### src/rtl/rr_burst_arbiter_pkg.sv
// Shared types and helpers for the round-robin burst arbiter and its
// rotate-search sub-block.
package rr_burst_arbiter_pkg;

  typedef enum logic {
    IDLE = 1'b0,
    HOLD = 1'b1
  } arb_state_t;

  // Wrap-around increment for requester counts that need not be a power of 2.
  function automatic int unsigned wrap_inc(input int unsigned idx, input int unsigned n);
    return (idx + 1 >= n) ? 0 : idx + 1;
  endfunction

endpackage

### src/rtl/rr_priority_pick.sv
// Combinational rotate-search: first set request at or after start, wrapping
// modulo NUM_FIFOS.
module rr_priority_pick #(
  parameter int NUM_FIFOS = 4,
  parameter int TAGWIDTH  = $clog2(NUM_FIFOS)
) (
  input  logic [NUM_FIFOS-1:0] reqs,
  input  logic [TAGWIDTH-1:0]  start,
  output logic                 found,
  output logic [TAGWIDTH-1:0]  idx
);

  always_comb begin
    int cand;
    // NOTE: every output of a combinational block gets a default before any
    // branch; a path that leaves one unassigned would infer a latch.
    found = 1'b0;
    idx   = '0;
    for (int k = 0; k < NUM_FIFOS; k++) begin
      cand = int'(start) + k;
      if (cand >= NUM_FIFOS) cand = cand - NUM_FIFOS;
      if (!found && reqs[cand]) begin
        found = 1'b1;
        idx   = TAGWIDTH'(cand);
      end
    end
  end

endmodule

### src/rtl/rr_burst_arbiter.sv
// Round-robin arbiter with bounded bursts; the one-hot grant doubles as the
// FIFO pop and the output-mux select, with zero latency from request.
module rr_burst_arbiter
  import rr_burst_arbiter_pkg::*;
#(
  parameter int NUM_FIFOS = 4,
  parameter int MAX_BURST = 2,
  parameter int TAGWIDTH  = $clog2(NUM_FIFOS),
  parameter int CNTWIDTH  = $clog2(MAX_BURST + 1)
) (
  input  logic                 clk,
  input  logic                 rst,
  input  logic [NUM_FIFOS-1:0] reqs,
  input  logic                 ready,
  output logic [NUM_FIFOS-1:0] gnt,
  output logic [TAGWIDTH-1:0]  gnt_idx,
  output logic                 gnt_vld,
  output logic                 burst_last
);

  arb_state_t            fsm, fsm_nx;
  logic [TAGWIDTH-1:0]   ptr, ptr_nx;
  logic [TAGWIDTH-1:0]   cur, cur_nx;
  logic [CNTWIDTH-1:0]   cnt, cnt_nx;

  logic [TAGWIDTH-1:0]   search_start;
  logic                  pick_found;
  logic [TAGWIDTH-1:0]   pick_idx;
  logic [TAGWIDTH-1:0]   cur_inc;

  assign cur_inc = TAGWIDTH'(wrap_inc(32'(cur), NUM_FIFOS));

  // A holder that dropped its request hands over in the same cycle, searching
  // from the slot after it.
  assign search_start = (fsm == HOLD) ? cur_inc : ptr;

  rr_priority_pick #(
    .NUM_FIFOS (NUM_FIFOS),
    .TAGWIDTH  (TAGWIDTH)
  ) u_pick (
    .reqs  (reqs),
    .start (search_start),
    .found (pick_found),
    .idx   (pick_idx)
  );

  always_comb begin
    fsm_nx     = fsm;
    ptr_nx     = ptr;
    cur_nx     = cur;
    cnt_nx     = cnt;
    gnt_vld    = 1'b0;
    gnt_idx    = '0;
    burst_last = 1'b0;
    if (!rst && ready) begin
      if (fsm == HOLD && reqs[cur]) begin
        gnt_vld = 1'b1;
        gnt_idx = cur;
        if (cnt == CNTWIDTH'(MAX_BURST - 1)) begin
          burst_last = 1'b1;
          ptr_nx     = cur_inc;
          cnt_nx     = '0;
          fsm_nx     = IDLE;
        end else begin
          cnt_nx = cnt + CNTWIDTH'(1);
        end
      end else if (pick_found) begin
        gnt_vld = 1'b1;
        gnt_idx = pick_idx;
        if (MAX_BURST == 1) begin
          burst_last = 1'b1;
          ptr_nx     = TAGWIDTH'(wrap_inc(32'(pick_idx), NUM_FIFOS));
          fsm_nx     = IDLE;
        end else begin
          cur_nx = pick_idx;
          cnt_nx = CNTWIDTH'(1);
          fsm_nx = HOLD;
        end
      end else if (fsm == HOLD) begin
        ptr_nx = cur_inc;
        cnt_nx = '0;
        fsm_nx = IDLE;
      end
    end
  end

  always_comb begin
    gnt = '0;
    if (gnt_vld) gnt[gnt_idx] = 1'b1;
  end

  // NOTE: state registers use non-blocking assignments so every flop samples
  // the pre-edge values, independent of statement order.
  always_ff @(posedge clk or posedge rst) begin
    if (rst) begin
      fsm <= IDLE;
      ptr <= '0;
      cur <= '0;
      cnt <= '0;
    end else begin
      fsm <= fsm_nx;
      ptr <= ptr_nx;
      cur <= cur_nx;
      cnt <= cnt_nx;
    end
  end

  a_onehot : assert property (@(posedge clk) disable iff (rst) $onehot0(gnt));
  a_subset : assert property (@(posedge clk) disable iff (rst) (gnt & ~reqs) == '0);
  a_idle   : assert property (@(posedge clk) disable iff (rst)
                              (!ready || reqs == '0) |-> gnt == '0);
  a_serve  : assert property (@(posedge clk) disable iff (rst)
                              (ready && reqs != '0) |-> gnt_vld);

endmodule

### config.mk
export PLATFORM = sky130hd
export DESIGN_NAME = rr_burst_arbiter
export DESIGN_NICKNAME = d
export VERILOG_FILES = /design/src/rtl/rr_burst_arbiter_pkg.sv /design/src/rtl/rr_priority_pick.sv /design/src/rtl/rr_burst_arbiter.sv
export SDC_FILE = /design/constraint.sdc
export NUM_CORES = 1
export LEC_CHECK = 0
export CORE_AREA = 2 2 39 41
export CTS_CLUSTER_DIAMETER = 200
export DETAILED_ROUTE_END_ITERATION = 12
export DIE_AREA = 0 0 41 43
export PLACE_DENSITY = 0.76
export SYNTH_ARGS = -nofsm -noshare
export SYNTH_HDL_FRONTEND = slang
export SYNTH_HIERARCHICAL = 1
export SYNTH_SLANG_ARGS = --single-unit
### constraint.sdc
create_clock -name clk -period 4.9 [get_ports clk]
set_input_delay 0.735 -clock clk [delete_from_list [all_inputs] [get_ports clk]]
set_output_delay 0.735 -clock clk [all_outputs]
set_load 0.1 [all_outputs]
==> results.md, run 1 <==
* Crit share post-route at 78.5%
* Critical path arrival at 3.11 ns
* CTS resizes at 0
* Post-Syn Instances at 71
* Worst Skew at 0.00480 ns
* R2R Path Start: cur[0]$_DFFE_PP0P_
* Clock Power Share at 9.9%
* Setup bufs post-CTS at 0
* Most frequent cells in the layout: a21oi_1 (7), inv_1 (7), dfrtp_1 (7), clkdlybuf4s50_1 (7), buf_4 (7)
* DRT iter0 DRCs at 2
* Synthesized cell area at 619 um^2
* I/O pin cnt at 15
* Peak VDD IR at 269 uV
* Vias in the first global route at 509
* RSZ-0062 raised after global routing: false
* Die Ht at 43 um
* Hold Buf Count CTS at 0
* Initial antenna violation count at 0
* # fillers at 143
* Synth area leader: dfrtp_1
* Critical Path Slowest Stage Cell: clkdlybuf4s50_1
* Footprint of the multi-input gates at 399 um^2
* Initial Utilization at 44.8%
* FP Rows at 14
* Vias per std cell at 5.31
* Final Max Tran Viols at 0
* Fin nets at 96
* GRT Residual Overflow at 0
* CTS tree: built
* Pleak at 0.355 nW
* Port-buffer cells at 14
* Gr usage total at 17.0%
* CTS sink count at 7
* Post-route setup TNS at 0 ns
* Worst Setup SP: reqs[0]
* Worst Setup End Kind: primary output
* Largest net degree at the start of global routing at 17
* Final Hold Viols at 0
* Routed wire length at 1250 um
* Gate power share at 67.1%
* Chip width at 41 um
* Root Buffer: clkbuf_4
* Routed Antenna Nets at 0
* WP buf/inv at 2
* Register area share after synthesis at 28.3%
* Core area at 1380 um^2
* Internal at 0.239 mW
* #FFs+latches synth at 7
* NetSw at 0.271 mW
* Num CTS Buffers at 3
* Relative slew margins at 35.8%
* DRC violations left at 0
* Req. time, crit path at 4.16 ns
* Cell mode on critical path: clkdlybuf4s50_1
* Max clock buf depth at 2
* Top Family by Delay on Critical Path: buffers and inverters
* Status: finished clean
* # diodes at 0
* Top post-synthesis cells by area: dfrtp_1 (28%), mux2_2 (11%), a21oi_1 (5.7%)
* Worst slew pin tran at 0.960 ns
* Critical path cell sequence: clkdlybuf4s50_1 > mux4_2 > a21oi_4 > nor2_1 > clkdlybuf4s50_1
* Clock Pin Slew Worst Setup and Hold Paths at 0.05 ns
* Max cap viols at 0
* Die area at 1760 um^2
* Worst setup path class: in2out
* Layout area overhead at 24.8%
* Crit path max fanout at 11
* Sequential standard cell area at 175 um^2
* Share of cells above drive strength 1 at 25.3%
* Net Sw Frac at 53.2%
* Pre-Repair DR Iteration Count at 3
* Via count at 547
* Syn_area_per_cell at 8.72 um^2
* Hpwl dp at 996 um
* Setup-failing EPs final at 0
* First-pass GRT wire length at 2090 um
* Startpoint types: input port
* Sequential power share at 23.0%
* Power, Total at 0.510 mW
* Per-cell routed wire length at 12.1 um
* H-tree Lvls at 1
* Hold WC Path Type: reg2reg
* Fmax at 260 MHz
* Hold path start: ptr[0]$_DFFE_PP0P_
* Synth top area share at 28.3%
* Syn. warnings at 6
* Count of cell types in the netlist at 32
* GPL Wtd Cong at 0.730
* Synthesized net count at 79
* Clk Latency, worst-skew pair at 0.25 ns
* Power Dens Cells at 660 nW/um^2
* Worst path max stage delay at 0.97 ns
* Minimum clock period at 3.85 ns
-- worst register-to-register path: cells and delay by family, from the launching register on --
kind,cells,cell delay (ns)
AND/OR/NAND/NOR,1,0.23
multiplexers,2,1.00
flip-flops,1,0.42
AO/OA/AOI/OAI,1,0.19
-- layout make-up --
class / instances / share of cell area [%]
repair buffers: 14 / 15.9
flip-flops and latches: 7 / 22.7
inverters: 8 / 3.88
well taps: 16 / 2.59
clock buffers: 4 / 3.40
multi-input cells: 54 / 51.6
-- stage by stage --
step	cell area, um^2	setup slack [ns]	util [%]	std cells	hold WS, ns
finish	773	1.05	55.9	103	0.483
global route	773	0.975	55.9	103	0.511
CTS	773	1.05	55.9	103	0.489
detailed placement	747	1.06	54.0	99	0.478
global placement	747	1.08	54.0	99	0.474
floorplan	619	0.395	-	71	0.458
-- state kept, by name, indices dropped and copies added, names as in the netlist --
| register | count |
|---|---|
| fsm | 1 |
| cur | 2 |
| ptr | 2 |
| cnt | 2 |
-- synth_stat cells --
cell,number
a21oi_1,7
dfrtp_1,7
inv_1,7
mux2_2,6
nor2_1,6
o21ai_0,4
nand2_1,3
nor2b_1,3
and3_1,2
mux2_1,2
nand3_1,2
o21a_1,2
a211oi_1,1
a211oi_2,1
a21o_1,1
a21oi_4,1
a221o_1,1
a22oi_1,1
and2b_2,1
and3b_1,1
buf_6,1
clkbuf_1,1
ha_1,1
inv_2,1
mux4_2,1
nand2b_1,1
nand3b_1,1
nor3_1,1
o2111ai_1,1
o21ai_1,1
o21ai_2,1
o221ai_1,1
-- power groups by stage --
| stage | logic (mW) | clock network [mW] | registers, mW |
|---|---|---|---|
| after detailed placement | 0.343 | 0 | 0.118 |
| after floorplan | 0.298 | 0 | 0.103 |
| final | 0.342 | 0.0504 | 0.117 |
| after global routing | 0.372 | 0.0576 | 0.124 |
| after global placement | 0.336 | 0 | 0.117 |
| after CTS | 0.344 | 0.0531 | 0.117 |
-- logic make-up (layout without fill, tap and decap cells) --
logic type      count (synthesis)  after routing  synth area share [%]
compound gates                 23             23                  26.3
simple gates                   21             21                  18.0
buf+inv                        10             26                  7.27
mux                             9              9                  18.2
fa+ha+maj                       1              1                  2.02
flops                           7              7                  28.3
-- final timing paths --
kind                                      endpoint  slack [ns]  cells past startpoint
worst max-delay path                       gnt_vld        1.05                      5
worst min-delay path            ptr[0]$_DFFE_PP0P_        0.48                      1
worst max register to register  ptr[1]$_DFFE_PP0P_        2.93                      4
worst min register to register  ptr[0]$_DFFE_PP0P_        0.48                      1
max in group asynchronous       cnt[0]$_DFFE_PP0P_        3.94                      2
min in group asynchronous       cur[0]$_DFFE_PP0P_        0.75                      2
-- routing by layer --
layer  global-route usage (%)  share of wire [%]  up-vias  wire [um]
met5                        0                  0        -          0
li1                         -                  -      287          -
met3                     1.57                2.5        0         31
met1                     21.7                 47      251        583
met2                     27.2                 51        9        632
met4                     8.00                  0        0          0
Power figures use the tool's default switching activity.
==> run 2, diff against run 1 <==
- CORE_AREA: 2 2 39 41 -> default
- CORE_MARGIN: default -> 1
- CORE_UTILIZATION: default -> 42
- DIE_AREA: 0 0 41 43 -> default
- PLACE_DENSITY: 0.76 -> 0.72
- clock period: 4.9 -> 3.3 ns (I/O delays scaled with it)
==> run 2 against run 1 <==
Against the previous run:
- cell count unchanged
- register-to-register slack got worse by 1.6 ns
- die area decreased by 7.4%
- combinational power increased by 80%
- final area increased by 14%
- clock skew decreased by 0.0043 ns
- non-clock buffer count increased by 1
- via count increased by 4.6%
- critical path depth increased by 3
- sequential cell count unchanged
- count of clock-buffer cells in the layout unchanged
- total power increased by 65%
- critical path type is now reg2out
==> results.md, run 2 (synthesis results as in run 1) <==
* Placed Area at 853 um^2 (was 747 um^2)
* First-pass GRT wire length at 2090 um (unchanged)
* Hpwl dp at 1080 um (was 996 um)
* Pleak at 0.385 nW (was 0.355 nW)
* DRC violations left at 0 (unchanged)
* Root Buffer: clkbuf_4 (unchanged)
* Critical Path Slowest Stage Cell: dfrtp_1 (was clkdlybuf4s50_1)
* I/O pin cnt at 15 (unchanged)
* Routed wire length at 1290 um (was 1250 um)
* Die Ht at 40.4 um (was 43 um)
* Clock Pin Slew Worst Setup and Hold Paths at 0.05 ns (about the same)
* H-tree Lvls at 1 (unchanged)
* GRT Residual Overflow at 0 (unchanged)
* Num CTS Buffers at 3 (unchanged)
* DRT iter0 DRCs at 10 (was 2)
* Worst Skew at 0.000540 ns (was 0.00480 ns)
* # fillers at 110 (was 143)
* Vias in the first global route at 505 (was 509)
* Req. time, crit path at 2.80 ns (was 4.16 ns)
* Largest net degree at the start of global routing at 15 (was 17)
* Worst path max stage delay at 0.44 ns (was 0.97 ns)
* Minimum clock period at 3.00 ns
* Critical path cell sequence: ha_1 > mux2_2 > a221o_1 > a21oi_1 > a21o_1 > a22oi_2 > nor3_2 > buf_12 (was clkdlybuf4s50_1 > mux4_2 > a21oi_4 > nor2_1 > clkdlybuf4s50_1)
* Crit share post-route at 91.0%
* RSZ-0062 raised after global routing: false (unchanged)
* Peak VDD IR at 504 uV (was 269 uV)
* Largest regs: cnt (2), cur (2), ptr (2) (unchanged)
* Pre-Repair DR Iteration Count at 4 (was 3)
* Hold Buf Count CTS at 0 (unchanged)
* Clk Latency, worst-skew pair at 0.24 ns (was 0.25 ns)
* WP buf/inv at 1 (was 2)
* CTS sink count at 7 (unchanged)
* Hold Slack at 0.486 ns (was 0.483 ns)
* Die area at 1630 um^2 (was 1760 um^2)
* Layout area overhead at 42.8% (was 24.8%)
* Vias per std cell at 5.55 (was 5.31)
* Gr usage total at 19.6% (was 17.0%)
* Worst Setup End Kind: primary output (unchanged)
* CTS tree: built (unchanged)
* Via count at 572 (was 547)
* Hold WC Path Type: reg2reg (unchanged)
* Fmax at 333 MHz
* Routed Antenna Nets at 0 (unchanged)
* Per-cell routed wire length at 12.5 um (was 12.1 um)
* Fin nets at 97 (was 96)
* Relative slew margins at 74.8% (was 35.8%)
* Final Max Tran Viols at 0 (unchanged)
* GPL Wtd Cong at 0.797 (was 0.730)
* Fin area at 885 um^2 (was 773 um^2)
* Crit path max fanout at 5 (was 11)
* Finished Core Util at 66.3% (was 55.9%)
* Startpoint types: register (was input port)
* Final Hold Viols at 0 (unchanged)
* Power, Total at 0.843 mW (was 0.510 mW)
* Worst slew pin tran at 0.374 ns (was 0.960 ns)
* Most frequent cells in the layout: a21oi_1 (7), inv_1 (7), dfrtp_1 (7), buf_12 (7) (was a21oi_1 (7), inv_1 (7), dfrtp_1 (7), clkdlybuf4s50_1 (7), buf_4 (7))
* Max clock buf depth at 2 (unchanged)
* Setup-failing EPs final at 0 (unchanged)
* Worst setup path class: reg2out (was in2out)
* Initial antenna violation count at 0 (unchanged)
* Power Dens Cells at 953 nW/um^2 (was 660 nW/um^2)
* Core area at 1330 um^2 (was 1380 um^2)
* Critical path arrival at 2.51 ns (was 3.11 ns)
* Chip width at 40.4 um (was 41 um)
* Max cap viols at 0 (unchanged)
* Top Family by Delay on Critical Path: compound AO/OA/AOI/OAI gates (was buffers and inverters)
* Share of cells above drive strength 1 at 34.1% (was 25.3%)
* Initial Utilization at 46.4% (was 44.8%)
* Port-buffer cells at 14 (unchanged)
* Status: finished clean (unchanged)
* FP Rows at 13 (was 14)
* # diodes at 0 (unchanged)
[run 2: cell count changes in the layout (fill, tap and decap cells not counted), moves of 2 or more]
cell and delta:
buf_12 +7, buf_4 -5, nor2_1 -2, nor2_2 +2, nor2b_1 -2, nor2b_2 +2
[run 2: power by group]
| part | internal [mW] | switching [mW] | total, mW |
|---|---|---|---|
| clock | 0.0458 | 0.0261 | 0.0719 |
| combinational | 0.253 | 0.361 | 0.614 |
| sequential | 0.121 | 0.0364 | 0.157 |
| total | 0.420 | 0.424 | 0.843 |
[run 2: timing repair]
| item | 4_1_cts | 5_1_grt |
|---|---|---|
| setup buffers | 0 | 0 |
| gates resized for setup | 0 | 1 |
| endpoints found under the hold margin | 0 | 0 |
| setup endpoints to repair | 0 | 1 |
[run 2: routing by layer]
metal / wire length, um / vias up / global-route usage, %
met3: 31 / 0 / 4.44
li1: - / 288 / -
met1: 598 / 271 / 25.0
met4: 0 / 0 / 13.3
met5: 0 / - / 0
met2: 660 / 13 / 29.0
[run 2: path summary, 6_finish.rpt]
kind                               startpoint            endpoint  slack (ns)  cells past startpoint
max                        cur[0]$_DFFE_PP0P_          gnt_idx[0]        0.30                      8
min                        cnt[1]$_DFFE_PP0P_  cnt[1]$_DFFE_PP0P_        0.49                      1
max reg2reg                cur[0]$_DFFE_PP0P_  ptr[0]$_DFFE_PP0P_        1.31                      4
min reg2reg                cnt[1]$_DFFE_PP0P_  cnt[1]$_DFFE_PP0P_        0.49                      1
max in group asynchronous                 rst  cur[0]$_DFFE_PP0P_        2.58                      2
min in group asynchronous                 rst  cur[1]$_DFFE_PP0P_        0.51                      2
[run 2: metrics by stage]
step	worst slack [ns]	setup TNS (ns)	instances
finish	0.297	0	103
global route	0.0984	0	103
floorplan	-0.140	-0.237	71
global placement	0.365	0	99
detailed placement	0.295	0	99
CTS	0.187	0	103
[run 2: area by class of cell]
| class | count | area, um^2 | share of cell area [%] |
|---|---|---|---|
| Multi-Input combinational cell | 54 | 419 | 47.4 |
| Inverter | 8 | 30.0 | 3.39 |
| Tap cell | 15 | 18.8 | 2.12 |
| Sequential cell | 7 | 175 | 19.8 |
| Timing Repair Buffer | 15 | 215 | 24.3 |
| Clock buffer | 4 | 26.3 | 2.97 |
==> patch, RTL diff (config.mk and constraints of run 2) <==
`NUM_FIFOS` is set to 4 in 2 places; all go to 8.
--- a/src/rtl/rr_priority_pick.sv
+++ b/src/rtl/rr_priority_pick.sv
@@ -3,3 +3,3 @@
 module rr_priority_pick #(
-  parameter int NUM_FIFOS = 4,
+  parameter int NUM_FIFOS = 8,
   parameter int TAGWIDTH  = $clog2(NUM_FIFOS)
--- a/src/rtl/rr_burst_arbiter.sv
+++ b/src/rtl/rr_burst_arbiter.sv
@@ -5,3 +5,3 @@
 #(
-  parameter int NUM_FIFOS = 4,
+  parameter int NUM_FIFOS = 8,
   parameter int MAX_BURST = 2,
Interface: changed (resized gnt, gnt_idx and reqs); port bits go from 15 to 24. The function was not compared with the original's and may differ.
==> patch against run 2 <==
The flow now finishes with violations (setup timing); worst setup slack lost 1500 ps; area after synthesis grew to 2.9 times the old value; wire length grew to 5.4 times the old value; sequential cell count grew 2; critical path depth grew 10; maximum frequency shrank 34%; sequential share of layout area shrank 13 points; final area grew to 3.7 times the old value; via count grew to 3.8 times the old value; synthesized cell count grew to 2.8 times the old value; hold slack gained 16 ps.
Power is not shown: default switching activity piles up to over one toggle a cycle in this logic, so the estimate is an artifact.
==> patch: results (changes against run 2) <==
* Cts repair resizes at 26 (+26)
* Regs by FF count: cur (3), ptr (3), cnt (2)
* Worst Reg2Reg Path Length in Cells at 17 (+13)
* Cell Area, Placed at 2780 sq um (+230%)
* DR iter-0 viols at 158 (+148)
* Fraction of layout cells with a size suffix above 1 at 61.4% (+27 points)
* First-pass detailed-route iteration total at 5 (+1)
* Setup violators final at 21 (+21)
* Largest net degree at the start of global routing at 16 (+1)
* Setup TNS at -18320 ps (-18320 ps)
* GRT met1 Usage at 38.0% (+13 points)
* Root Buffer: clkbuf_8
* Gr usage total at 28.8% (+9.2 points)
* Failing checks: setup timing
* Post-synthesis sequential area ratio at 12.3% (-16 points)
* Post-Synthesis Cells at 198 (+180%)
* Met3 Usage GRT at 2.00% (-2.4 points)
* Synth area leaders: mux4_2 19%, dfrtp_1 12%, mux2_2 6.2%
* Status: finished, violations left
* Global Route met2 Usage at 49.1% (+20 points)
* Fin nets at 313 (+220%)
* Post-route setup slack at -1250 ps (-1540 ps)
* Global-route wire length before repair at 9940 microns (+380%)
* Hpwl dp at 4350 microns (+300%)
* Placed insts at 321 (+220%)
* Wire length per cell at 20.0 microns (+60%)
patch: worst paths after layout:
| kind | from | end | slack [ps] |
|---|---|---|---|
| setup / recovery | cur[0]$_DFFE_PP0P_ | gnt[7] | -1250 |
| hold / removal | ptr[1]$_DFFE_PP0P_ | ptr[1]$_DFFE_PP0P_ | 500 |
| setup reg to reg | cur[0]$_DFFE_PP0P_ | ptr[1]$_DFFE_PP0P_ | -760 |
| hold reg to reg | ptr[1]$_DFFE_PP0P_ | ptr[1]$_DFFE_PP0P_ | 500 |
| max in group asynchronous | rst | ptr[0]$_DFFE_PP0P_ | 2470 |
| min in group asynchronous | rst | cnt[0]$_DFFE_PP0P_ | 590 |
patch: final cells by class:
| type | instances | area, sq um | share of cell area (%) |
|---|---|---|---|
| timing repair buffer | 110 | 1070 | 32.5 |
| tap | 50 | 62.6 | 1.90 |
| clock inverter | 1 | 5.00 | 0.152 |
| multi-input combinational | 160 | 1820 | 55.3 |
| inverter | 15 | 70.1 | 2.12 |
| clock buffer | 3 | 41.3 | 1.25 |
| sequential | 9 | 225 | 6.83 |
patch: routing by layer:
layer / vias to the layer above / wire [microns] / part of all wire, %
met5: - / 0 / 0
met4: 0 / 109 / 1.6
met3: 12 / 371 / 5.3
met2: 87 / 3670 / 53
met1: 1107 / 2800 / 40
li1: 976 / - / -
patch: worst max-delay path, stage by stage, from the launching register on:
cell and delay, ps:
dfrtp_1 420, ha_4 260, mux2_4 290, inv_8 60, ha_4 200, buf_4 140, buf_4 160, mux4_2 280
mux2i_1 180, nand3b_1 190, a211oi_4 310, buf_4 160, a311oi_2 130, a21boi_4 230, nand3_1 100, a31oi_1 200
a21oi_2 100, nor3b_4 220, buf_12 200
